<file path="config.mk">
export PLATFORM = sky130hd
export DESIGN_NAME = mux_8_1
export DESIGN_NICKNAME = d
export VERILOG_FILES = /design/src/rtl/mux_pkg.sv /design/src/rtl/mux_8_1_reg.sv /design/src/rtl/mux_8_1.sv
export SDC_FILE = /design/constraint.sdc
export NUM_CORES = 1
export LEC_CHECK = 0
export BUFFER_PORTS_ARGS = -buffer_cell sky130_fd_sc_hd__buf_2
export CAP_MARGIN = 20
export CORE_UTILIZATION = 30
export CTS_BUF_LIST = sky130_fd_sc_hd__clkbuf_2
export DETAILED_ROUTE_END_ITERATION = 12
export GPL_TIMING_DRIVEN = 0
export HOLD_SLACK_MARGIN = 0.05
export SLEW_MARGIN = 20
export SYNTH_ARGS = -nofsm -noshare
export SYNTH_HDL_FRONTEND = slang
export SYNTH_SLANG_ARGS = --single-unit
</file>
<file path="constraint.sdc">
create_clock -name clk -period 1.4 [get_ports clk]
set_input_delay 0.07 -clock clk [delete_from_list [all_inputs] [get_ports clk]]
set_output_delay 0.07 -clock clk [all_outputs]
set_load 0.01 [all_outputs]
</file>
<file path="src/rtl/mux_pkg.sv">
// Shared constants for the emulator datapath select mux (mux_8_1).
package mux_pkg;

  localparam int unsigned MUX_DEFAULT_WIDTH = 8;

  // Select encoding: S=1 picks A, S=0 picks B.
  localparam logic SEL_A = 1'b1;
  localparam logic SEL_B = 1'b0;

endpackage

</file>
<file path="src/rtl/mux_8_1_reg.sv">
// WIDTH-bit register with synchronous active-high reset and load enable.
import mux_pkg::*;

module mux_8_1_reg #(
  parameter int unsigned WIDTH = MUX_DEFAULT_WIDTH
) (
  input  logic             clk,
  input  logic             reset,
  input  logic             en,
  input  logic [WIDTH-1:0] d,
  output logic [WIDTH-1:0] q
);

  // Reset wins over enable; otherwise load on enable, else hold.
  always_ff @(posedge clk) begin
    if (reset) begin
      q <= '0;
    end else if (en) begin
      q <= d;
    end
  end

endmodule

</file>
<file path="src/rtl/mux_8_1.sv">
// Two-input select mux: value = S ? A : B (combinational), plus a
// registered copy value_q with sync reset and load enable.
// Optional MUX_8_1_PARITY_EN adds parity / parity_q outputs.
import mux_pkg::*;

module mux_8_1 #(
  parameter int unsigned WIDTH = MUX_DEFAULT_WIDTH
) (
  input  logic             clk,
  input  logic             reset,
  input  logic [WIDTH-1:0] A,
  input  logic [WIDTH-1:0] B,
  input  logic             S,
  input  logic             en,
`ifdef MUX_8_1_PARITY_EN
  output logic             parity,
  output logic             parity_q,
`endif
  output logic [WIDTH-1:0] value,
  output logic [WIDTH-1:0] value_q
);

  // Ternary select keeps X-merge behaviour on an unknown S (agreeing bits pass).
  assign value = S ? A : B;

  mux_8_1_reg #(.WIDTH(WIDTH)) u_value_reg (
    .clk   (clk),
    .reset (reset),
    .en    (en),
    .d     (value),
    .q     (value_q)
  );

`ifdef MUX_8_1_PARITY_EN
  // Even-parity bit of the selected data, registered alongside value_q.
  assign parity = ^value;

  mux_8_1_reg #(.WIDTH(1)) u_parity_reg (
    .clk   (clk),
    .reset (reset),
    .en    (en),
    .d     (parity),
    .q     (parity_q)
  );
`endif

endmodule

</file>
==> metrics.txt <==
Antenna diodes 0; CTS tree yes; DRC viols 0; Hold Fails Final Rpt 0; nature of the critical path endpoint output pin; Pins Over Slew Limit 0; CP peak stage delay 0.34 ns; PortBufs 33; XOR/XNOR Fraction of Synth Area 0%; Warnings, synthesis 0; setup TNS 0 ns; endpoints failing setup 0; # rows 13; power per cell area 861 nW/um^2; post-synthesis compound-gate area fraction 31.8%; total grt overflow 0; Worst R2R Path Depth 2; Max Root-Sink Buffers 2; all-layer global routing usage 12.7%; post-DR wirelength/cell 11.1 um; filler cell count 145; Largest register FFs 8; number of global-route vias before repair 330; post-CTS sizing 0; fin area 639 um^2; adder-cell share of the synthesized area 0%; register area share after synthesis 36.4%; initial antenna violation count 0; Pre-Repair DR Iteration Count 2; syn avg cell area 12.6 um^2; status finished, final reports clean; Crit Reg-Reg Endpoint u_value_reg.q[7]$_SDFFE_PP0P_; Via-to-Cell Ratio 4.57; final setup margin 0.626 ns; Period minus WS final 0.774 ns; Setup crit start kind flop; Syn Inst Count 35; clk sinks 8; H-tree Lvls 1; Clk Latency, worst-skew pair 0.23 ns; largest registers u_value_reg.q: 8 flops; Post-Synthesis Cell Area 440 um^2; crit path cell chain buf_2; Horiz. Die Dim 40.3 um; Setup WS pre-CTS 0.580 ns; clock slew at reported path FFs 0.08 ns; die height 40.3 um; unrepaired setup endpoints after global routing false; Post-Synth Simple-Gate Area 0%; largest family of logic cells by synthesized area compound AO/OA/AOI/OAI gates; Post-Route WL 955 um; FF+latch area 160 um^2; Cell variety after synth 7; Slew Limit Headroom 83.5%; RD Place Congestion 0.571; Critical Path RT 1.33 ns; Max Fanout on Critical Path 2; Max Fclk 1290 MHz; worst vdd rail ir drop 0.329 mV; Reg2Reg Launch Point u_value_reg.q[7]$_SDFFE_PP0P_; worst-margin pin slew 0.247 ns; share of layout cells above drive strength 1 76.1%; largest register by flop count u_value_reg.q; HPWL Detailed 744 um; min-delay src A[5]; R2R Setup Slk 0.69 ns; period utilisation layout 55.3%; total CTS buffers 3; Initial Utilization 33.0%; Endpoint, Worst Hold u_value_reg.q[5]$_SDFFE_PP0P_; Max-Cap Viols 0; root buffer cell clkbuf_2; Hold Path Class input port to flop; Final Non-Filler Cells 86; # hold bufs at CTS 0; Final Skew 0 ns; critical path class flop to output pin; area of the multi-input gates 260 um^2; Worst Path Arrival 0.70 ns; first-pass GRT wire length 1290 um; total power draw 551 uW; Die ar. 1630 um^2; Seq cells post-synth 8; Area after DPL 624 um^2; Layout area overhead 45.2%; commonest non-fill, non-tap cell in the layout buf_2; Worst Hold Depth 3; most frequent cells in the layout buf_2 (33), mux2_4 (8), o21ba_2 (8), o21a_1 (8), dfxtp_1 (8); # Post-CTS Setup Buffers 0; drt initial violations 3; nets 93; Crit path max-delay family flip-flops; Top-Level Pins 36; CP max-delay cell dfxtp_1; dpl cells 83; core box area 1330 um^2; syn_nets 55; Vias 393; Leak Pwr 0.339 nW; largest net degree at the start of global routing 10; post-synthesis mux area share 27.3%; worst path bufs/invs 1; Routed Antenna Nets 0
## through the flow
stage | utilization, % | hold slack (ns)
after floorplan | - | 0.282
after global placement | 46.8 | 0.401
after detailed placement | 46.8 | 0.407
after CTS | 47.9 | 0.143
after global routing | 47.9 | 0.147
final | 47.9 | 0.158
## worst max path at each step
| stage | start | to | slack, ns | cells after the start |
|---|---|---|---|---|
| 5_1_grt | u_value_reg.q[1]$_SDFFE_PP0P_ | value_q[1] | 0.56 | 1 |
| 4_1_cts | u_value_reg.q[0]$_SDFFE_PP0P_ | value_q[0] | 0.60 | 1 |
| 2_1_floorplan | S | u_value_reg.q[0]$_SDFFE_PP0P_ | 0.61 | 3 |
| 3_5_place_dp | S | u_value_reg.q[2]$_SDFFE_PP0P_ | 0.58 | 3 |
| 3_3_place_gp | S | u_value_reg.q[6]$_SDFFE_PP0P_ | 0.59 | 3 |
| 6_report | u_value_reg.q[0]$_SDFFE_PP0P_ | value_q[0] | 0.63 | 1 |
## synthesized netlist by cell type
| master | n | area, um^2 |
|---|---|---|
| dfxtp_1 | 8 | 160 |
| inv_1 | 1 | 3.75 |
| o21ba_2 | 8 | 80.1 |
| o21a_1 | 8 | 60.1 |
| mux2_4 | 8 | 120 |
| clkbuf_2 | 1 | 5.00 |
| buf_6 | 1 | 11.3 |
## per-layer routing
| metal | vias to the layer above | wire length, um | track usage, % |
|---|---|---|---|
| met3 | 0 | 85 | 3.33 |
| met5 | - | 0 | 0 |
| met4 | 0 | 0 | 10.0 |
| met2 | 24 | 455 | 19.8 |
| li1 | 198 | - | - |
| met1 | 171 | 414 | 14.5 |
## where the power goes
part           total, mW  internal (mW)  switching, mW
registers          0.252          0.245        0.00752
clock network      0.137         0.0585         0.0781
logic              0.162         0.0962         0.0657
total              0.551          0.399          0.151
## cell families (layout without fill, tap and decap cells)
group / after synthesis / count (layout)
DFF: 8 / 8
buffers and inverters: 3 / 39
muxes: 8 / 8
AOI/OAI and AO/OA: 16 / 16
## layout make-up
cell class	count	share of cell area [%]
plain buffers	2	2.54
multi-input cells	24	40.7
inverters	1	0.587
clock buffers	3	2.35
flip-flops and latches	8	25.0
repair buffers	33	25.8
well taps	15	2.94
Power figures use the tool's default switching activity.
